File: config.mk
export PLATFORM = sky130hd
export DESIGN_NAME = keypad_ctrl
export DESIGN_NICKNAME = d
export VERILOG_FILES = /design/src/rtl/keypad_pkg.sv /design/src/rtl/keypad_ctrl_fifo.sv /design/src/rtl/keypad_ctrl.sv
export SDC_FILE = /design/constraint.sdc
export NUM_CORES = 1
export LEC_CHECK = 0
export CAP_MARGIN = 20
export CORE_AREA = 5 5 75 77
export CTS_CLUSTER_SIZE = 25
export DETAILED_ROUTE_END_ITERATION = 10
export DIE_AREA = 0 0 80 82
export GPL_TIMING_DRIVEN = 0
export PLACE_DENSITY_LB_ADDON = 0.3
export REMOVE_ABC_BUFFERS = 1
export SYNTH_ARGS = -nofsm -noshare
export SYNTH_HDL_FRONTEND = slang
export SYNTH_SLANG_ARGS = --single-unit
File: constraint.sdc
create_clock -name clk -period 6.87 [get_ports clk]
set_input_delay 0.687 -clock clk [delete_from_list [all_inputs] [get_ports clk]]
set_output_delay 0.687 -clock clk [all_outputs]
set_load 0.1 [all_outputs]
File: src/rtl/keypad_pkg.sv
`default_nettype none
// ----------------------------------------------------------------
// keypad_pkg : scanner states, key codes and row/column code map
// Rev 1.0
// ----------------------------------------------------------------
package keypad_pkg;

  typedef enum logic [1:0] {
    ST_SCAN      = 2'd0,
    ST_DEB_PRESS = 2'd1,
    ST_HELD      = 2'd2,
    ST_DEB_REL   = 2'd3
  } state_e;

  localparam logic [3:0] KEY_NONE = 4'd13;
  localparam logic [3:0] KEY_STAR = 4'd10;
  localparam logic [3:0] KEY_ZERO = 4'd11;
  localparam logic [3:0] KEY_HASH = 4'd12;

  // Three keys per row, numbered from 1; C beats A beats E when several are high.
  function automatic logic [3:0] key_code(input logic [1:0] row_idx,
                                          input logic       col_c,
                                          input logic       col_a,
                                          input logic       col_e);
    logic [3:0] base;
    base = {2'b00, row_idx} * 4'd3;
    if (col_c)      key_code = base + 4'd1;
    else if (col_a) key_code = base + 4'd2;
    else if (col_e) key_code = base + 4'd3;
    else            key_code = KEY_NONE;
  endfunction

endpackage
`default_nettype wire

File: src/rtl/keypad_ctrl_fifo.sv
`default_nettype none
// ----------------------------------------------------------------
// key_fifo : small 4-bit code buffer, push and pop may share a cycle
// Rev 1.0
// ----------------------------------------------------------------
module key_fifo #(
  parameter int DEPTH = 4
) (
  input  logic       clk,
  input  logic       rst,
  input  logic       push,
  input  logic [3:0] push_data,
  input  logic       pop,
  output logic [3:0] head_data,
  output logic       full,
  output logic       empty
);

  localparam int AW = $clog2(DEPTH);
  localparam int CW = AW + 1;
  localparam logic [CW-1:0] FULL_CNT = CW'(DEPTH);

  logic [3:0]    mem_q [DEPTH];
  logic [AW-1:0] wr_ptr_q, wr_ptr_d;
  logic [AW-1:0] rd_ptr_q, rd_ptr_d;
  logic [CW-1:0] count_q, count_d;
  logic          do_push, do_pop;

  assign full      = (count_q == FULL_CNT);
  assign empty     = (count_q == '0);
  assign head_data = mem_q[rd_ptr_q];

  // A pop frees the slot in the same cycle, so a full buffer still accepts push+pop.
  always_comb begin
    do_pop   = pop && !empty;
    do_push  = push && (!full || do_pop);
    wr_ptr_d = do_push ? wr_ptr_q + AW'(1) : wr_ptr_q;
    rd_ptr_d = do_pop  ? rd_ptr_q + AW'(1) : rd_ptr_q;
    count_d  = count_q + CW'(do_push) - CW'(do_pop);
  end

  always_ff @(posedge clk) begin
    if (rst) begin
      wr_ptr_q <= '0;
      rd_ptr_q <= '0;
      count_q  <= '0;
    end else begin
      wr_ptr_q <= wr_ptr_d;
      rd_ptr_q <= rd_ptr_d;
      count_q  <= count_d;
    end
  end

  always_ff @(posedge clk) begin
    if (do_push) mem_q[wr_ptr_q] <= push_data;
  end

endmodule
`default_nettype wire

File: src/rtl/keypad_ctrl.sv
`default_nettype none
// ----------------------------------------------------------------
// keypad_ctrl : 4x3 keypad row scanner with debounce and code FIFO
// Rev 1.0
// ----------------------------------------------------------------
module keypad_ctrl
  import keypad_pkg::*;
#(
  parameter logic [15:0] SCAN_DIV   = 16'd50000,
  parameter int          DEB_TICKS  = 4,
  parameter int          FIFO_DEPTH = 4
) (
  input  logic       clk,
  input  logic       rst,
  input  logic       C,
  input  logic       A,
  input  logic       E,
  output logic       B,
  output logic       G,
  output logic       F,
  output logic       D,
  output logic       key_valid,
  output logic [3:0] key_data,
  input  logic       key_rd,
  output logic       key_int,
  output logic       overflow,
  input  logic       ovf_clr
);

  localparam int               CNT_W      = $clog2(DEB_TICKS + 1);
  localparam logic [CNT_W-1:0] DEB_LAST   = CNT_W'(DEB_TICKS);
  localparam logic [15:0]      PRESC_LAST = SCAN_DIV - 16'd1;

  state_e           state_q, state_d;
  logic [15:0]      presc_q, presc_d;
  logic [3:0]       rows_q, rows_d;
  logic [3:0]       code_q, code_d;
  logic [CNT_W-1:0] cnt_q, cnt_d;
  logic             key_int_q, key_int_d;
  logic             overflow_q, overflow_d;

  logic             tick, cols_any, same_code, cnt_done;
  logic             push_req, push_ok, push_drop;
  logic             fifo_full, fifo_empty;
  logic [1:0]       row_idx;
  logic [3:0]       cur_code, fifo_head, rows_next;
  logic [CNT_W-1:0] cnt_inc;

  assign tick      = (presc_q == PRESC_LAST);
  assign presc_d   = tick ? '0 : presc_q + 16'd1;
  assign cur_code  = key_code(row_idx, C, A, E);
  assign cols_any  = C | A | E;
  assign same_code = (cur_code == code_q);
  assign cnt_inc   = cnt_q + CNT_W'(1);
  assign cnt_done  = (cnt_inc == DEB_LAST);
  assign rows_next = {rows_q[2:0], rows_q[3]};

  always_comb begin
    case (rows_q)
      4'b0010: row_idx = 2'd1;
      4'b0100: row_idx = 2'd2;
      4'b1000: row_idx = 2'd3;
      default: row_idx = 2'd0;
    endcase
  end

  always_ff @(posedge clk) begin
    if (rst) begin
      state_q    <= ST_SCAN;
      presc_q    <= '0;
      rows_q     <= 4'b0001;
      code_q     <= KEY_NONE;
      cnt_q      <= '0;
      key_int_q  <= 1'b0;
      overflow_q <= 1'b0;
    end else begin
      state_q    <= state_d;
      presc_q    <= presc_d;
      rows_q     <= rows_d;
      code_q     <= code_d;
      cnt_q      <= cnt_d;
      key_int_q  <= key_int_d;
      overflow_q <= overflow_d;
    end
  end

  // The row only moves on when the scanner is back in SCAN with nothing pending.
  always_comb begin
    state_d = state_q;
    rows_d  = rows_q;
    code_d  = code_q;
    cnt_d   = cnt_q;
    if (tick) begin
      case (state_q)
        ST_SCAN: begin
          if (cols_any) begin
            code_d  = cur_code;
            cnt_d   = '0;
            state_d = ST_DEB_PRESS;
          end else begin
            rows_d = rows_next;
          end
        end
        ST_DEB_PRESS: begin
          if (same_code) begin
            cnt_d = cnt_inc;
            if (cnt_done) state_d = ST_HELD;
          end else begin
            state_d = ST_SCAN;
            rows_d  = rows_next;
          end
        end
        ST_HELD: begin
          if (!cols_any) begin
            cnt_d   = '0;
            state_d = ST_DEB_REL;
          end
        end
        ST_DEB_REL: begin
          if (!cols_any) begin
            cnt_d = cnt_inc;
            if (cnt_done) begin
              state_d = ST_SCAN;
              rows_d  = rows_next;
            end
          end else begin
            state_d = ST_HELD;
          end
        end
        default: state_d = ST_SCAN;
      endcase
    end
  end

  // A full buffer only takes the code when the CPU pops in the same cycle.
  always_comb begin
    push_req   = (state_q == ST_DEB_PRESS) && tick && same_code && cnt_done;
    push_ok    = push_req && (!fifo_full || key_rd);
    push_drop  = push_req && fifo_full && !key_rd;
    key_int_d  = push_ok;
    overflow_d = push_drop ? 1'b1 : (ovf_clr ? 1'b0 : overflow_q);
  end

  key_fifo #(
    .DEPTH(FIFO_DEPTH)
  ) u_fifo (
    .clk      (clk),
    .rst      (rst),
    .push     (push_req),
    .push_data(code_q),
    .pop      (key_rd),
    .head_data(fifo_head),
    .full     (fifo_full),
    .empty    (fifo_empty)
  );

  assign {D, F, G, B} = rows_q;
  assign key_valid    = !fifo_empty;
  assign key_data     = fifo_empty ? KEY_NONE : fifo_head;
  assign key_int      = key_int_q;
  assign overflow     = overflow_q;

endmodule
`default_nettype wire

# Word level (Yosys, flattened, before mapping)
# Memories as Yosys holds them, arrays and structs flattened. A register that Yosys moved wholly into a read port is not among the register bits.
# Index checks and enable logic that the tools add are counted.
[op_classes]
n_addsub = 9
multipliers = 1
n_eq_ne = 19
muxes = 28
bitwise = 2
reduce_logical = 22
[op_table]
columns = ["cell", "count"]
rows = [
  ["$mux W4", 8],
  ["$add A16 B1 Y16 const B", 1],
  ["$eq A16 B16 Y1 const B", 1],
  ["$mux W2", 8],
  ["$ne A2 B2 Y1 const B", 7],
  ["$mux W3", 4],
  ["$pmux W3 S4", 1],
  ["$pmux W4 S3", 1],
  ["$reduce_and A5 Y1", 2],
  ["$add A4 B2 Y4 const B", 2],
  ["$logic_and A1 B1 Y1", 8],
  ["$pmux W2 S4", 1],
  ["$eq A3 B3 Y1 const B", 2],
  ["$ne A3 B3 Y1 const B", 2],
  ["$pmux W2 S3", 1],
  ["$reduce_and A6 Y1", 1],
  ["$add A2 B1 Y2 const B", 2],
  ["$add A4 B1 Y4 const B", 1],
  ["$eq A2 B2 Y1 const B", 2],
  ["$eq A4 B2 Y1 const B", 1],
  ["$eq A4 B3 Y1 const B", 1],
  ["$eq A4 B4 Y1", 1],
  ["$eq A4 B4 Y1 const B", 1],
  ["$mul A2 B2 Y4 const B", 1],
  ["other kinds (14)", 21],
]
[totals]
reg_bits = 38
ramBits = 16
in_bits = 7
word_cells = 92
mem_count = 1
[memory_table]
columns = ["memory", "words", "word_bits", "rd", "rd_clocked_by_memory_dff", "write_ports", "line_no", "source"]
rows = [
  ["u_fifo.mem_q", 4, 4, 1, 1, 1, "keypad_ctrl_fifo.sv:23", "logic [3:0] mem_q [DEPTH];"],
]

# Longest topological paths before layout
# Gate-level depths: netlist of run 1.
[depth]
ltp_word = 13
ltp_mapped = 15

# Cells and area by module
# A second synthesis of run 1 with hierarchy kept.
[hier_totals]
hier_cells = 294
hier_area_um2 = 2942.8
[modules_own_cells]
columns = ["module", "n_inst", "cells_per_inst", "area_each_um2"]
rows = [
  ["keypad_ctrl", 1, 227, 1873.0],
  ["key_fifo", 1, 67, 1069.8],
]

# Worst setup path after synthesis of run 1
# Ideal clock, no wire load.
[synth_path]
path_type = "flip-flop to flip-flop"
start = "reg rows_q[3]"
end = "reg u_fifo.count_q[1]"
setup_time_ns = 0.127
arrival_ns = 3.792
t_required_ns = 6.743
setup_slack_ns = 2.951
path_stages_with_launch = 13
synth_period_minus_slack_ns = 3.919
cell_sequence = "dfxtp_1 -> buf_6 -> xnor2_1 -> nor3_1 -> ha_1 -> nand2_1 -> o21ai_0 -> o21a_1 -> or4_4 -> nor4_4 -> ha_1 -> fa_1 -> nor2b_1"
[synth_via]
elab_chain_len = 13
[synth_rtl]
columns = ["element", "line_no", "source"]
rows = [
  ["start: declaration", "keypad_ctrl.sv:36", "logic [3:0] rows_q, rows_d;"],
  ["start signal: assignment", "keypad_ctrl.sv:79", "rows_q <= rows_d;"],
  ["$eq A4 B4 Y1 (tied with other cells)", "keypad_ctrl.sv:59", "case (rows_q)"],
  ["$pmux W2 S3 (*)", "keypad_ctrl.sv:59", ""],
  ["$mul A2 B2 Y4 (*)", "keypad_pkg.sv:26", "base = {2'b00, row_idx} * 4'd3;"],
  ["$add A4 B2 Y4", "keypad_pkg.sv:29", "else if (col_e) key_code = base + 4'd3;"],
  ["$mux W4", "keypad_pkg.sv:29", ""],
  ["$mux W4", "keypad_pkg.sv:28", "else if (col_a) key_code = base + 4'd2;"],
  ["$mux W4 (*)", "keypad_pkg.sv:27", "if (col_c) key_code = base + 4'd1;"],
  ["$eq A4 B4 Y1 (*)", "keypad_ctrl.sv:53", "assign same_code = (cur_code == code_q);"],
  ["$logic_and A1 B1 Y1 (*) (2 in series)", "keypad_ctrl.sv:137", "push_req = (state_q == ST_DEB_PRESS) && tick && same_code && cnt_done;"],
  ["$logic_and A1 B1 Y1 (*)", "keypad_ctrl_fifo.sv:36", "do_push = push && (!full || do_pop);"],
  ["named net u_fifo.do_push", "keypad_ctrl_fifo.sv:27", "logic do_push, do_pop;"],
  ["$add A3 B1 Y3 (*)", "keypad_ctrl_fifo.sv:39", "count_d = count_q + CW'(do_push) - CW'(do_pop);"],
  ["$sub A3 B1 Y3 (*)", "keypad_ctrl_fifo.sv:39", ""],
  ["named net u_fifo.count_d[1]", "keypad_ctrl_fifo.sv:26", "logic [CW-1:0] count_q, count_d;"],
  ["end signal: assignment", "keypad_ctrl_fifo.sv:50", "count_q <= count_d;"],
  ["end: declaration", "keypad_ctrl_fifo.sv:26", ""],
]
# Mark *: on every way through the listed nets, which the timed path passes. The rest lies on a longest branch.
# A chain may end at the register's enable or synchronous reset.

# Worst setup path after layout of run 1
[layout_path]
start = "in C"
end = "reg u_fifo.count_q[1]"
[layout_via]
elab_chain_len = 7
[layout_rtl]
columns = ["element", "line_no", "source"]
rows = [
  ["start: declaration", "keypad_ctrl.sv:15", "input logic C,"],
  ["$mux W4", "keypad_pkg.sv:27", ""],
  ["$eq A4 B4 Y1", "keypad_ctrl.sv:53", ""],
  ["$logic_and A1 B1 Y1 (2 in series)", "keypad_ctrl.sv:137", ""],
  ["$logic_and A1 B1 Y1", "keypad_ctrl_fifo.sv:36", ""],
  ["named net u_fifo.do_push", "keypad_ctrl_fifo.sv:27", ""],
  ["$add A3 B1 Y3", "keypad_ctrl_fifo.sv:39", ""],
  ["$sub A3 B1 Y3", "keypad_ctrl_fifo.sv:39", ""],
  ["named net u_fifo.count_d[1]", "keypad_ctrl_fifo.sv:26", ""],
]
# The timed path passes the listed nets, and every way through them passes these cells.

==> results of run 1 <==
[worst min-delay path, delay by kind of cell (launching register included)]
family | cells | cell delay, ps
AO/OA/AOI/OAI | 1 | 50
AND/OR/NAND/NOR | 1 | 60
flip-flops | 1 | 320
[area by class of cell]
class,count,area (µm²),area share
multi-input combinational,205,1560,0.476
sequential,56,1280,0.392
timing repair buffer,18,195,0.0597
tap,70,87.6,0.0268
clock buffer,6,72.6,0.0222
inverter,17,65.1,0.0199
clock inverter,2,11.3,0.00344
[power groups by stage]
stage                     combinational (W)  sequential [W]  clock, W
after floorplan                    0.000194        0.000376         0
after global placement             0.000238        0.000380         0
after detailed placement           0.000242        0.000381         0
after CTS                          0.000243        0.000373  0.000178
after global routing               0.000260        0.000375  0.000194
final                              0.000242        0.000372  0.000174
[state kept, by name (all words and copies together), names as in the netlist, named ones only]
name,count
key_int,1
u_fifo.mem_q,16
u_fifo.rd_ptr_q,2
cnt_q,3
rows_q,4
code_q,4
overflow,1
u_fifo.wr_ptr_q,2
u_fifo.count_q,3
state_q,2
presc_q,16
[cell families (layout without fill, tap and decap cells)]
| family | count (synthesis) | count (layout) | synth area share |
|---|---|---|---|
| buffers and inverters | 26 | 43 | 0.0374 |
| AOI/OAI and AO/OA | 48 | 48 | 0.141 |
| muxes | 8 | 8 | 0.0441 |
| xor gates and xnor gates | 22 | 22 | 0.0705 |
| DFF | 56 | 56 | 0.435 |
| adders and majority gates | 12 | 12 | 0.0535 |
| and+or+nand+nor | 115 | 115 | 0.219 |
[worst min-delay path by stage]
stage	cells after the start	from	endpoint
final	2	overflow	overflow
after global routing	2	overflow	overflow
after CTS	2	overflow	overflow
after detailed placement	1	presc_q[0]	presc_q[0]
after global placement	1	presc_q[0]	presc_q[0]
after floorplan	1	presc_q[0]	presc_q[0]
[cells in the final DEF, fill, tap and decap left out, types with 3 or more instances in the layout]
cell,instances
nand3b_1,4
xor2_1,9
o41ai_1,3
a31oi_1,3
a21oi_1,11
o21ai_0,3
nor2_1,32
nand4_1,9
ha_1,11
nand2_1,14
xnor2_1,11
mux4_2,4
nor3_1,7
nand3_1,5
or2_2,4
mux2i_1,4
nand2b_1,6
dfxtp_1,40
clkbuf_8,5
nor2b_1,3
or3_1,5
and2_1,9
a211o_1,3
edfxtp_1,16
a2111o_1,3
clkdlybuf4s50_1,17
inv_1,16
[stage by stage]
stage / cells / util / total power, W
6_report: 374 / 0.661 / 0.000788
2_1_floorplan: 278 / - / 0.000570
4_1_cts: 373 / 0.656 / 0.000794
5_1_grt: 374 / 0.661 / 0.000829
3_5_place_dp: 365 / 0.639 / 0.000623
3_3_place_gp: 365 / 0.639 / 0.000618
[layer usage]
layer | global-route usage | vias up | share of wire
met5 | 0 | - | 0
met4 | 0.0473 | 0 | 0.011
met3 | 0.0296 | 5 | 0.030
met2 | 0.305 | 30 | 0.50
met1 | 0.222 | 990 | 0.46
li1 | - | 1066 | -
==> results.sh, run 1 <==
export IMPL_status="complete, no violations"
export IMPL_slew_headroom=0.342
export IMPL_hp_class="register to register"
export IMPL_cts_sinks=56
export IMPL_synth_seq_cells=56
export IMPL_crit_chain="clkdlybuf4s50_1 -> inv_1 -> a2111oi_2 -> nor3_2 -> or4_4 -> nor4_4 -> ha_1 -> fa_1 -> nor2b_1"
export IMPL_die_area_um2=6560
export IMPL_synth_edff_count=16
export IMPL_p_seq_frac=0.472
export IMPL_crit_slowest_cell="clkdlybuf4s50_1"
export IMPL_firstDrtPassIters=4
export IMPL_crit_end="u_fifo.count_q[1]"
export IMPL_initial_core_util=0.596
export IMPL_p_clk_frac=0.221
export IMPL_vdd_ir_drop_max_uv=179
export IMPL_routabilityCongestion=0.926
export IMPL_rsz0062_at_grt="false"
export IMPL_swShare=0.354
export IMPL_yosysTopAreaCellShare=0.272
export IMPL_grt_max_degree=34
export IMPL_worst_pin_slew_ps=984
export IMPL_p_comb_frac=0.307
export IMPL_rr_worst_depth=11
export IMPL_placed_area_um2=3160
export IMPL_crit_buf_inv=2
export IMPL_cts_resized=0
export IMPL_maxCapViolations=0
export IMPL_grt_pass1_vias=2009
export IMPL_setup_violations=0
export IMPL_p_int_w=0.000509
export IMPL_yosysMostFrequentCell="dfxtp_1"
export IMPL_critPathRequiredTime_ps=7080
export IMPL_finalClockSkew_ps=5.51
export IMPL_crit_family="simple AND/OR/NAND/NOR gates"
export IMPL_rows=26
export IMPL_clock_latency_ps=300
export IMPL_core_area_um2=4940
export IMPL_area_delta_synth_final_pct=10.9
export IMPL_cp_slowest_stage_delay_ps=720
export IMPL_fill_cells=404
export IMPL_cts_hold_repair_buffers=0
export IMPL_drt_iter0_drc=63
export IMPL_fin_tns_setup_ps=0
export IMPL_arrival_ps=3880
export IMPL_ys_warn_count=0
export IMPL_syn_area_um2=2950
export IMPL_clk_pin_slew_ps=100
export IMPL_synthTopCellsByCount="dfxtp_1, nor2_1, edfxtp_1, inv_1, nand2_1"
export IMPL_cp_max_fo=11
export IMPL_post_cts_setup_buffer_count=0
export IMPL_hold_viol=0
export IMPL_synth_area_leaders="dfxtp_1, edfxtp_1, ha_1, nor2_1, xnor2_1"
export IMPL_cts_root_buffer="clkbuf_8"
export IMPL_diodes=0
export IMPL_endpoint_kind="register"
export IMPL_track_usage=0.174
export IMPL_drc=0
export IMPL_fin_nets=322
export IMPL_die_width_um=80
export IMPL_cts_buffers_inserted=5
export IMPL_post_route_cell_area_um2=3270
export IMPL_die_h_um=82
export IMPL_power_switching_w=0.000279
export IMPL_worst_r2r_endpoint="u_fifo.count_q[1]"
export IMPL_r2r_start="rows_q[3]"
export IMPL_drive_gt1_frac=0.102
export IMPL_worstSetupPathType="input port to register"
export IMPL_p_leak_nw=1.10
export IMPL_powerDensity_nw_per_um2=241
export IMPL_setup_worst_path_start="C"
export IMPL_vias=2091
export IMPL_dpl_hpwl_um=3750
export IMPL_fmax_ghz=0.272
export IMPL_cts_tree="done"
export IMPL_drv_slew=0
export IMPL_ios=18
export IMPL_crit_cells=9
export IMPL_min_period_over_period=0.534
export IMPL_setup_slack_ps=3200
export IMPL_final_antenna_net_count=0
export IMPL_async_flop_share=0
export IMPL_antenna_found_initial=0
export IMPL_ctsLongestPathBuffers=2
export IMPL_htree_levels=2
export IMPL_grt_pass1_wl_um=9070
export IMPL_cp_start_kind="input port"
export IMPL_wire_per_inst_um=13.8
export IMPL_synth_main_ff_cell="dfxtp_1"
export IMPL_syn_inst=287
export IMPL_seq_area_frac_synth=0.435
export IMPL_yosysTopAreaCell="dfxtp_1"
export IMPL_final_hold_worst_slack_ps=471
export IMPL_reg2reg_slack_ps=3310
export IMPL_grt_ovfl_total=0
export IMPL_viasPerCell=5.59
export IMPL_place_ws_ps=2840
export IMPL_routed_wl_um=5150
export IMPL_ys_types=59
export IMPL_syn_area_per_cell_um2=10.3
export IMPL_period_minus_slack_ps=3670
export IMPL_port_buffers=17
Note: power is estimated with default switching activity, not from simulation.
==> run 2: changes to the inputs <==
--- a/config.mk
+++ b/config.mk
@@ -6,10 +6,10 @@
 export NUM_CORES = 1
 export LEC_CHECK = 0
 export CAP_MARGIN = 20
-export CORE_AREA = 5 5 75 77
+export CORE_AREA = 5 5 77 79
 export CTS_CLUSTER_SIZE = 25
 export DETAILED_ROUTE_END_ITERATION = 10
-export DIE_AREA = 0 0 80 82
+export DIE_AREA = 0 0 82 84
 export GPL_TIMING_DRIVEN = 0
 export PLACE_DENSITY_LB_ADDON = 0.3
 export REMOVE_ABC_BUFFERS = 1
==> constraint.sdc (replaced) <==
create_clock -name clk -period 3.6 [get_ports clk]
set_input_delay 0.36 -clock clk [delete_from_list [all_inputs] [get_ports clk]]
set_output_delay 0.36 -clock clk [all_outputs]
set_load 0.1 [all_outputs]
==> run 2 against run 1 <==
Against the previous run: utilization decreased by 4.0 points; via count increased by 1.7%; global-route usage decreased by 0.76 points; sequential share of layout area about the same; final cell count increased by 0.53%; routed wire length decreased by 0.14%; sequential power increased by 91%; flip-flop and latch count unchanged; clock power increased by 94%; largest cell class unchanged.
==> results.sh, run 2 (synthesis results as in run 1) <==
export IMPL_status="complete, no violations"
export IMPL_firstDrtPassIters=4
export IMPL_final_hold_worst_slack_ps=472
export IMPL_layout_commonest_cell="dfxtp_1"
export IMPL_hp_class="register to register"
export IMPL_rsz0062_at_grt="false"
export IMPL_fin_nets=322
export IMPL_clock_latency_ps=310
export IMPL_die_h_um=84
export IMPL_cts_tree="done"
export IMPL_die_width_um=82
export IMPL_core_area_um2=5270
export IMPL_area_delta_synth_final_pct=11.1
export IMPL_vdd_ir_drop_max_uv=441
export IMPL_hold_path_endpoint="overflow"
export IMPL_endpoint_kind="register"
export IMPL_setup_worst_path_start="rows_q[3]"
export IMPL_antenna_found_initial=0
export IMPL_drt_iter0_drc=134
export IMPL_cts_root_buffer="clkbuf_8"
export IMPL_layout_common_cells="dfxtp_1, nor2_1, clkdlybuf4s50_1"
export IMPL_cp_max_fo=7
export IMPL_die_area_um2=6890
export IMPL_ctsLongestPathBuffers=2
export IMPL_routed_wl_um=5140
export IMPL_min_delay_path_depth=2
export IMPL_seq_area_um2=1280
export IMPL_p_leak_nw=1.10
export IMPL_ios=18
export IMPL_diodes=0
export IMPL_fill_cells=459
export IMPL_crit_chain="xor2_2 -> nand2_2 -> ha_1 -> nand2_1 -> o21ai_0 -> o21a_1 -> or4_4 -> nor4_4 -> ha_1 -> fa_1 -> nor2b_1"
export IMPL_htree_levels=2
export IMPL_viasPerCell=5.65
export IMPL_cts_sinks=56
export IMPL_rr_worst_depth=11
export IMPL_grt_ovfl_total=0
export IMPL_largest_registers="presc_q (16), u_fifo.mem_q (16)"
export IMPL_wire_per_inst_um=13.7
export IMPL_r2r_start="rows_q[3]"
export IMPL_rows=27
export IMPL_port_buffers=17
export IMPL_cts_buffers_inserted=5
export IMPL_worst_pin_slew_ps=971
export IMPL_cp_slowest_stage_delay_ps=560
export IMPL_fmax_ghz=0.297
export IMPL_final_antenna_net_count=0
export IMPL_crit_slowest_cell="or4_4"
export IMPL_slew_headroom=0.351
export IMPL_arrival_ps=3570
export IMPL_period_minus_slack_ps=3360
export IMPL_maxCapViolations=0
export IMPL_grt_pass1_vias=2106
export IMPL_dpl_hpwl_um=3730
export IMPL_crit_path_frequent_cell="ha_1"
export IMPL_crit_buf_inv=0
export IMPL_hold_viol=0
export IMPL_setup_violations=0
export IMPL_fin_tns_setup_ps=0
export IMPL_worst_r2r_endpoint="u_fifo.count_q[1]"
export IMPL_grt_max_degree=34
export IMPL_min_period_over_period=0.935
export IMPL_finalClockSkew_ps=12.7
export IMPL_crit_family="simple AND/OR/NAND/NOR gates"
export IMPL_multiInputGateArea_um2=1560
export IMPL_clk_pin_slew_ps=100
export IMPL_reg2reg_slack_ps=240
export IMPL_track_usage=0.166
export IMPL_drc=0
export IMPL_grt_pass1_wl_um=9140
export IMPL_drv_slew=0
export IMPL_routabilityCongestion=0.821
export IMPL_critPathRequiredTime_ps=3810
export IMPL_powerDensity_nw_per_um2=460
export IMPL_drive_gt1_frac=0.118
export IMPL_vias=2126
export IMPL_cp_start_kind="register"
export IMPL_initial_core_util=0.559
export IMPL_min_delay_start="overflow"
export IMPL_worstSetupPathType="register to register"
run 2: metal layers:
| metal | vias to the layer above | track usage | share of wire |
|---|---|---|---|
| met2 | 18 | 0.284 | 0.51 |
| met3 | 5 | 0.0335 | 0.026 |
| met5 | - | 0 | 0 |
| li1 | 1072 | - | - |
| met1 | 1031 | 0.209 | 0.46 |
| met4 | 0 | 0.0468 | 0.011 |
run 2: metrics by stage:
step / total power, W / utilization / cells / setup slack [ps] / cell area, µm²
6_report: 0.00151 / 0.622 / 376 / 236 / 3280
2_1_floorplan: 0.00109 / - / 278 / -357 / 2900
5_1_grt: 0.00159 / 0.622 / 376 / 16.5 / 3280
4_1_cts: 0.00152 / 0.617 / 375 / 63.2 / 3250
3_3_place_gp: 0.00118 / 0.600 / 367 / -68.8 / 3160
3_5_place_dp: 0.00119 / 0.600 / 367 / -78.6 / 3160
run 2: worst max-delay path by stage:
| stage | end | slack [ps] | depth (start not counted) |
|---|---|---|---|
| floorplan | u_fifo.count_q[1] | -360 | 11 |
| global placement | u_fifo.count_q[1] | -70 | 9 |
| detailed placement | u_fifo.count_q[1] | -80 | 9 |
| CTS | u_fifo.count_q[1] | 60 | 11 |
| global route | u_fifo.count_q[1] | 20 | 11 |
| finish | u_fifo.count_q[1] | 240 | 11 |
run 2: worst register-to-register path, stage by stage, from the launching register on:
cell	delay (ps)
dfxtp_2	440
xor2_2	260
nand2_2	90
ha_1	300
nand2_1	70
o21ai_0	160
o21a_1	270
or4_4	560
nor4_4	390
ha_1	230
fa_1	390
nor2b_1	130
run 2: layout make-up:
cell class                      count  area share
Clock buffer                        7      0.0237
Clock inverter                      1     0.00267
Inverter                           17      0.0199
Multi-Input combinational cell    205       0.477
Sequential cell                    56       0.392
Tap cell                           72      0.0275
Timing Repair Buffer               18      0.0565
run 2: power breakdown:
part	leakage [nW]	internal (W)	total (W)	switching [W]
logic	0.595	0.000155	0.000457	0.000302
clock network	0.0454	0.000142	0.000338	0.000196
registers	0.458	0.000676	0.000711	0.0000347
run 2: what timing repair did:
item / CTS / global route
endpoints found under the setup margin: 1 / 2
resized for setup: 1 / 4
buffers inserted: 0 / 0
hold buffers: 0 / 0
==> run 3: changes to the inputs <==
--- a/config.mk
+++ b/config.mk
@@ -6,10 +6,12 @@
 export NUM_CORES = 1
 export LEC_CHECK = 0
 export CAP_MARGIN = 20
-export CORE_AREA = 5 5 77 79
+export CELL_PAD_IN_SITES_DETAIL_PLACEMENT = 1
+export CELL_PAD_IN_SITES_GLOBAL_PLACEMENT = 1
+export CORE_AREA = 5 5 86 88
 export CTS_CLUSTER_SIZE = 25
 export DETAILED_ROUTE_END_ITERATION = 10
-export DIE_AREA = 0 0 82 84
+export DIE_AREA = 0 0 91 93
 export GPL_TIMING_DRIVEN = 0
 export PLACE_DENSITY_LB_ADDON = 0.3
 export REMOVE_ABC_BUFFERS = 1
==> run 3 against run 2 <==
Against the previous run: final area grew 1.9%; combinational power grew 2%; sequential power is essentially flat; utilization shrank 11 points; non-clock buffer count is the same; clock skew shrank 1.1 ps; critical path depth is the same; first-iteration DRC count shrank 31%; maximum frequency grew 3.1%; routed wire length grew 19%; setup slack gained 100 ps; final cell count grew 2.1%; critical endpoint unchanged; highest routed layer unchanged.
==> results.sh, run 3 (synthesis results as in run 1) <==
export IMPL_status="complete, no violations"
export IMPL_wire_per_inst_um=16.0
export IMPL_grt_max_degree=21
export IMPL_cts_buffers_inserted=5
export IMPL_rr_worst_depth=11
export IMPL_wl_met1_um=2790
export IMPL_routabilityCongestion=0.733
export IMPL_cts_root_buffer="clkbuf_8"
export IMPL_htree_levels=2
export IMPL_fmax_ghz=0.306
export IMPL_cts_tree="done"
export IMPL_worst_pin_slew_ps=966
export IMPL_port_buffers=17
export IMPL_final_antenna_net_count=0
export IMPL_drive_gt1_frac=0.122
export IMPL_die_h_um=93
export IMPL_met2RoutedLength_um=3150
export IMPL_drt_iter0_drc=93
export IMPL_cp_max_fo=7
export IMPL_initial_core_util=0.449
export IMPL_layout_commonest_cell="dfxtp_1"
export IMPL_routed_wl_um=6140
export IMPL_critPathRequiredTime_ps=3820
export IMPL_maxCapViolations=0
export IMPL_finalClockSkew_ps=11.5
export IMPL_slew_headroom=0.354
export IMPL_die_area_um2=8460
export IMPL_hold_path_endpoint="presc_q[0]"
export IMPL_power_w=0.00162
export IMPL_track_usage=0.155
export IMPL_highest_signal_layer="met4"
export IMPL_vias=2155
export IMPL_vdd_ir_drop_max_uv=642
export IMPL_cts_hold_repair_buffers=0
export IMPL_cts_sinks=56
export IMPL_grt_pass1_vias=2217
export IMPL_grt_pass1_wl_um=10800
export IMPL_drv_slew=0
export IMPL_powerDensity_nw_per_um2=485
export IMPL_ctsLongestPathBuffers=2
export IMPL_reg2reg_slack_ps=340
export IMPL_fin_nets=322
export IMPL_layout_common_cells="dfxtp_1, nor2_1, clkdlybuf4s50_1"
export IMPL_fin_tns_setup_ps=0
export IMPL_clock_latency_ps=320
export IMPL_dpl_hpwl_um=4590
export IMPL_firstDrtPassIters=4
export IMPL_period_minus_slack_ps=3260
export IMPL_min_delay_path_depth=1
export IMPL_min_period_over_period=0.907
export IMPL_min_delay_start="presc_q[0]"
export IMPL_hp_class="register to register"
export IMPL_antenna_found_initial=0
export IMPL_worst_r2r_endpoint="u_fifo.count_q[1]"
export IMPL_p_leak_nw=1.12
export IMPL_die_width_um=91
export IMPL_ios=18
export IMPL_drc=0
export IMPL_r2r_start="rows_q[3]"
export IMPL_area_delta_synth_final_pct=13.2
export IMPL_arrival_ps=3490
export IMPL_dr_wl_met3_um=128
export IMPL_rsz0062_at_grt="false"
export IMPL_largest_registers="presc_q (16), u_fifo.mem_q (16)"
export IMPL_setup_violations=0
export IMPL_grt_ovfl_total=0
export IMPL_diodes=0
export IMPL_clk_pin_slew_ps=110
export IMPL_worstSetupPathType="register to register"
export IMPL_hold_viol=0
export IMPL_core_area_um2=6570
export IMPL_cp_start_kind="register"
export IMPL_rows=30
export IMPL_viasPerCell=5.61
export IMPL_endpoint_kind="register"
[run 3: worst max-delay path, cell delays in order (launching register included)]
cell	delay, ps
dfxtp_2	440
xor2_2	260
nand2_2	100
ha_1	300
nand2_1	70
o21ai_0	160
o21a_1	270
or4_4	560
nor4_4	240
ha_1	230
fa_1	410
nor2b_1	130
[run 3: metrics by stage]
stage / hold slack (ps) / instance area [µm²] / utilization / instances / setup WS, ps
finish: 469 / 3340 / 0.508 / 384 / 337
global route: 522 / 3340 / 0.508 / 384 / 113
CTS: 480 / 3320 / 0.506 / 384 / 1.54
global placement: 444 / 3170 / 0.483 / 375 / -74.1
floorplan: 429 / 2900 / - / 278 / -357
detailed placement: 455 / 3200 / 0.487 / 376 / -80.1
[run 3: layout make-up]
class | count | area (µm²)
Sequential cell | 56 | 1280
Clock buffer | 6 | 82.6
Clock inverter | 2 | 38.8
Tap cell | 80 | 100
Timing Repair Buffer | 18 | 198
Inverter | 17 | 65.1
Fill cell | 741 | 3230
Multi-Input combinational cell | 205 | 1570
[run 3: power breakdown]
| group | internal [W] | switching [W] | total [W] |
|---|---|---|---|
| logic | 0.000158 | 0.000308 | 0.000466 |
| clock network | 0.000228 | 0.000212 | 0.000440 |
| registers | 0.000676 | 0.0000366 | 0.000713 |
[run 3: what timing repair did]
| item | CTS | global route |
|---|---|---|
| resized for setup | 0 | 6 |
| hold endpoints to repair | 0 | 0 |
| setup endpoints to repair | 0 | 2 |
| buffers inserted | 0 | 0 |
[run 3: worst max-delay path by stage]
stage,start,end,cells past startpoint
3_3_place_gp,C,u_fifo.count_q[1],9
5_1_grt,rows_q[2],u_fifo.count_q[2],13
3_5_place_dp,C,u_fifo.count_q[1],9
4_1_cts,rows_q[3],u_fifo.count_q[1],11
2_1_floorplan,rows_q[3],u_fifo.count_q[1],11
6_report,rows_q[3],u_fifo.count_q[1],11
[run 3: metal layers]
metal | up-vias | track usage
met5 | - | 0
met4 | 0 | 0.0440
met3 | 7 | 0.0249
met2 | 17 | 0.281
met1 | 1062 | 0.189
li1 | 1069 | -
==> variant 1: new RTL, settings of run 3 <==
The parameter `FIFO_DEPTH` goes from 4 to 2.
--- a/src/rtl/keypad_ctrl.sv
+++ b/src/rtl/keypad_ctrl.sv
@@ -8,7 +8,7 @@
 #(
   parameter logic [15:0] SCAN_DIV   = 16'd50000,
   parameter int          DEB_TICKS  = 4,
-  parameter int          FIFO_DEPTH = 4
+  parameter int          FIFO_DEPTH = 2
 ) (
   input  logic       clk,
   input  logic       rst,
Check against the original RTL: same outputs for any inputs over 10 cycles, from zero or initial values and one cycle with rst high; that may be too few to reach the edited logic, so the function may still have changed.
==> variant 1 against run 3 <==
  * Count of clock-buffer cells in the layout is 1 higher
  * Utilization is 11 points lower
  * Worst setup slack better by 190 ps
  * Global-route usage is 3.3 points lower
  * Sequential cell count is 12 lower
  * Cell area is 22% lower
  * Synthesized area is 23% lower
  * Wire length is 22% lower
Power is not compared: it rests on default switching activity, and its combinational part moved more than twofold at a synthesized area within 25%.
==> variant 1: results (changes against run 3) <==
| Metric | Value |
|---|---|
| Area of the multi-input gates | `0.00125 sq mm (was 0.00157 sq mm)` |
| Layout cells sized above 1 | `7.30% (was 12.2%)` |
| Vias | `1,766 (was 2,155)` |
| Final GP Congestion | `0.751 (was 0.733)` |
| Clock transition at path regs | `80 ps (was 110 ps)` |
| Clock latency on the worst-skew pair | `290 ps (was 320 ps)` |
| Clock Skew | `4.41 ps (was 11.5 ps)` |
| GRT Util Overall | `12.3% (was 15.5%)` |
| Outcome | `finished, final reports clean (unchanged)` |
| DR iter-0 viols | `71 (was 93)` |
| Top fanout value on the critical path | `5 (was 7)` |
| # fillers | `766 (was 741)` |
| Synth top area cells | `dfxtp_1, edfxtp_1, nor2_1 (was dfxtp_1, edfxtp_1, ha_1)` |
| Seq/Total Area, Yosys | `42.2% (was 43.5%)` |
| Layout Nets | `286 (was 322)` |
| Slew margin rel. | `35.2% (was 35.4%)` |
| Final min period | `3070 ps (was 3260 ps)` |
| WL/cell | `13.6 microns (was 16.0 microns)` |
| Worst EP arrival | `3290 ps (was 3490 ps)` |
| Placed instance area | `0.00252 sq mm (was 0.00320 sq mm)` |
| Dpl ws | `485 ps (was -80.1 ps)` |
| Largest registers | `presc_q (16), u_fifo.mem_q (8) (was presc_q (16), u_fifo.mem_q (16))` |
| Slowest cell delay on critical path | `450 ps (was 560 ps)` |
| EDFF count, synth | `8 (was 16)` |
| Most frequent cells after synthesis | `dfxtp_1, nor2_1, nand2_1 (was dfxtp_1, nor2_1, edfxtp_1, inv_1, nand2_1)` |
| Distinct cell type count after synthesis | `47 (was 59)` |
| Cts bufs inserted | `5 (unchanged)` |
| FF-to-FF setup slack | `530 ps (was 340 ps)` |
| First-pass GRT wire length | `8.53 mm (was 10.8 mm)` |
## variant 1: cell types whose count changed after synthesis, moves of 5 or more
cell      before  now
mux2i_1        4   12
nand4_1        9    1
a21oi_1       11    6
o21ai_0        3   14
ha_1          11    6
edfxtp_1      16    8
nand2_1       14   30
and2_1         9    4
and3_1         2    9
## variant 1: metrics by stage
| step | instances | hold WS [ps] |
|---|---|---|
| 2_1_floorplan | 249 | 413 |
| 3_3_place_gp | 346 | 434 |
| 3_5_place_dp | 346 | 454 |
| 4_1_cts | 354 | 469 |
| 5_1_grt | 354 | 481 |
| 6_report | 354 | 460 |
## variant 1: metal layers
| layer | vias up | track usage [%] | part of all wire (%) |
|---|---|---|---|
| li1 | 925 | - | - |
| met5 | - | 0 | 0 |
| met2 | 20 | 19.1 | 43 |
| met4 | 0 | 4.77 | 1.6 |
| met3 | 6 | 2.90 | 3.0 |
| met1 | 815 | 16.5 | 52 |
## variant 1: layout make-up
cell class | count | share of cell area [%]
Clock buffer | 7 | 2.93
Sequential cell | 44 | 36.9
Inverter | 12 | 1.73
Multi-Input combinational cell | 193 | 47.9
Clock inverter | 1 | 0.192
Tap cell | 80 | 3.84
Timing Repair Buffer | 17 | 6.54
## variant 1: cell families after synthesis
group	count (synthesis)	share of synthesized area (%)
simple gates	118	27.6
buf+inv	19	3.18
xor+xnor	21	8.07
mux	12	5.27
fa+ha+maj	6	3.29
flops	44	42.2
compound gates	36	10.4
## variant 1: final timing paths
check / depth (start not counted) / end
hold / removal: 1 / presc_q[0]
setup reg to reg: 10 / rows_q[0]
hold reg to reg: 1 / presc_q[0]
setup / recovery: 10 / rows_q[0]
## variant 1: worst register-to-register path: cells and delay by family, from the launching register on
family / cells / cell delay, ps
DFF: 1 / 450
adders and majority gates: 1 / 350
xor gates and xnor gates: 1 / 310
muxes: 1 / 220
and+or+nand+nor: 5 / 1080
AOI/OAI and AO/OA: 2 / 590
## variant 1: where the power goes
group / total, W / leakage (nW) / switching [W] / internal, W
combinational: 0.000163 / 0.515 / 0.000114 / 0.0000482
sequential: 0.000517 / 0.357 / 0.00000812 / 0.000509
clock: 0.000300 / 0.0422 / 0.000163 / 0.000136
total: 0.000979 / 0.914 / 0.000286 / 0.000693
==> variant 2: new RTL, settings of run 3 <==
Without the edit above. Re-encode `state_e` (4 states) as one-hot, 4 bits wide.
--- a/src/rtl/keypad_pkg.sv
+++ b/src/rtl/keypad_pkg.sv
@@ -5,11 +5,11 @@
 // ----------------------------------------------------------------
 package keypad_pkg;
 
-  typedef enum logic [1:0] {
-    ST_SCAN      = 2'd0,
-    ST_DEB_PRESS = 2'd1,
-    ST_HELD      = 2'd2,
-    ST_DEB_REL   = 2'd3
+  typedef enum logic [3:0] {
+    ST_SCAN      = 4'b0001,
+    ST_DEB_PRESS = 4'b0010,
+    ST_HELD      = 4'b0100,
+    ST_DEB_REL   = 4'b1000
   } state_e;
 
   localparam logic [3:0] KEY_NONE = 4'd13;
Behaviour: no difference found for any inputs over 10 cycles, from zero or initial values and one cycle with rst high; not proved beyond that.
==> variant 2 against run 3 <==
  * Wire length increased by 1.9%
  * Combinational power decreased by 5.8%
  * Clock power grew 14%
  * Sequential power increased by 3.9%
  * Worst setup slack got worse by 160 ps
  * Sequential cell count grew 2
  * Synthesized area is 1.2% higher
  * Power up 4.0%
  * Count of clock-buffer cells in the layout rose by 4
  * Cell area is 2.4% higher
  * Hold slack got worse by 27 ps
  * Non-clock buffer count did not move
  * Largest power group unchanged
  * Highest routed layer unchanged
==> variant 2: results (changes against run 3) <==
| Metric | Value |
|---|---|
| Top fanout value on the critical path | `6 (was 7)` |
| DR iter-0 viols | `71 (was 93)` |
| Area of the multi-input gates | `0.00159 sq mm (was 0.00157 sq mm)` |
| Peak VDD IR | `0.547 mV (was 0.642 mV)` |
| ClkCell Share | `4.72% (was 3.64%)` |
| Clock Skew | `9.59 ps (was 11.5 ps)` |
| Seq/Total Area, Yosys | `44.3% (was 43.5%)` |
| Leakage | `1.23 nW (was 1.12 nW)` |
| Slew margin rel. | `35.1% (was 35.4%)` |
| Clock transition at path regs | `70 ps (was 110 ps)` |
| Mux contribution to synthesized area | `8.56% (was 4.41%)` |
| Hpwl dp | `4.51 mm (was 4.59 mm)` |
| Vias | `2,144 (was 2,155)` |
| Cts bufs inserted | `9 (was 5)` |
| Synth top area cells | `dfxtp_1, edfxtp_1, ha_1 (unchanged)` |
| # placed instances | `382 (was 376)` |
| Met2 wire len | `2.93 mm (was 3.15 mm)` |
| Non-clk invs | `16 (was 17)` |
| Cells after Synth | `295 (was 287)` |
| Clock Sinks | `58 (was 56)` |
| Register area | `0.00133 sq mm (was 0.00128 sq mm)` |
| Clock buffers | `10 (was 6)` |
| Htree depth | `3 (was 2)` |
| Comb_multi_in | `211 (was 205)` |
| Signal buf overhead | `5.20% (was 5.92%)` |
| XOR/XNOR share of the synthesized area | `7.34% (was 7.05%)` |
| Outcome | `finished, final reports clean (unchanged)` |
| Distinct cell type count after synthesis | `50 (was 59)` |
| M3 GR Usage | `4.02% (was 2.49%)` |
| Largest net degree at the start of global routing | `23 (was 21)` |
| Metal-1 WL | `3.07 mm (was 2.79 mm)` |
| Dpl ws | `-373 ps (was -80.1 ps)` |
| WL/cell | `15.7 microns (was 16.0 microns)` |
| Crit path max-delay cell type | `or4b_4 (was or4_4)` |
| Layout Nets | `333 (was 322)` |
| Fraction of area in multi-input gates | `46.5% (was 47.0%)` |
| M1 GR Usage | `21.7% (was 18.9%)` |
| First-pass GRT wire length | `10.5 mm (was 10.8 mm)` |
| Synth Area in Compound Gates | `7.30% (was 14.1%)` |
| GRT Util Overall | `15.3% (was 15.5%)` |
| Placed instance area | `0.00319 sq mm (was 0.00320 sq mm)` |
| Adder-Cell Fraction of Synth Area | `5.29% (was 5.35%)` |
[variant 2: worst register-to-register path, stage by stage, from the launching register on]
cell and delay (ps):
dfxtp_2 380, xnor2_2 260, or2_4 180, inv_2 40, ha_1 180, nand2_1 80
o311ai_2 120, xor2_1 190, or4b_4 570, nor4_4 260, ha_2 210, inv_1 50
fa_1 380, xor2_1 180, xnor2_1 140, nor2_1 60
[variant 2: worst paths after layout]
check	start	to	cells past startpoint	slack [ps]
max	rows_q[3]	u_fifo.count_q[2]	15	180
min	presc_q[0]	presc_q[0]	1	440
max reg2reg	rows_q[3]	u_fifo.count_q[2]	15	180
min reg2reg	presc_q[0]	presc_q[0]	1	440
[variant 2: timing repair]
action	in CTS	in global routing
buffers inserted	1	0
setup endpoints to repair	2	1
gates resized for setup	0	16
pin swaps	1	4
hold buffers	0	0
[variant 2: report_power, final]
group	internal [W]	leakage, nW	switching [W]
clock network	0.000243	0.0795	0.000260
registers	0.000701	0.478	0.0000399
logic	0.000149	0.675	0.000291
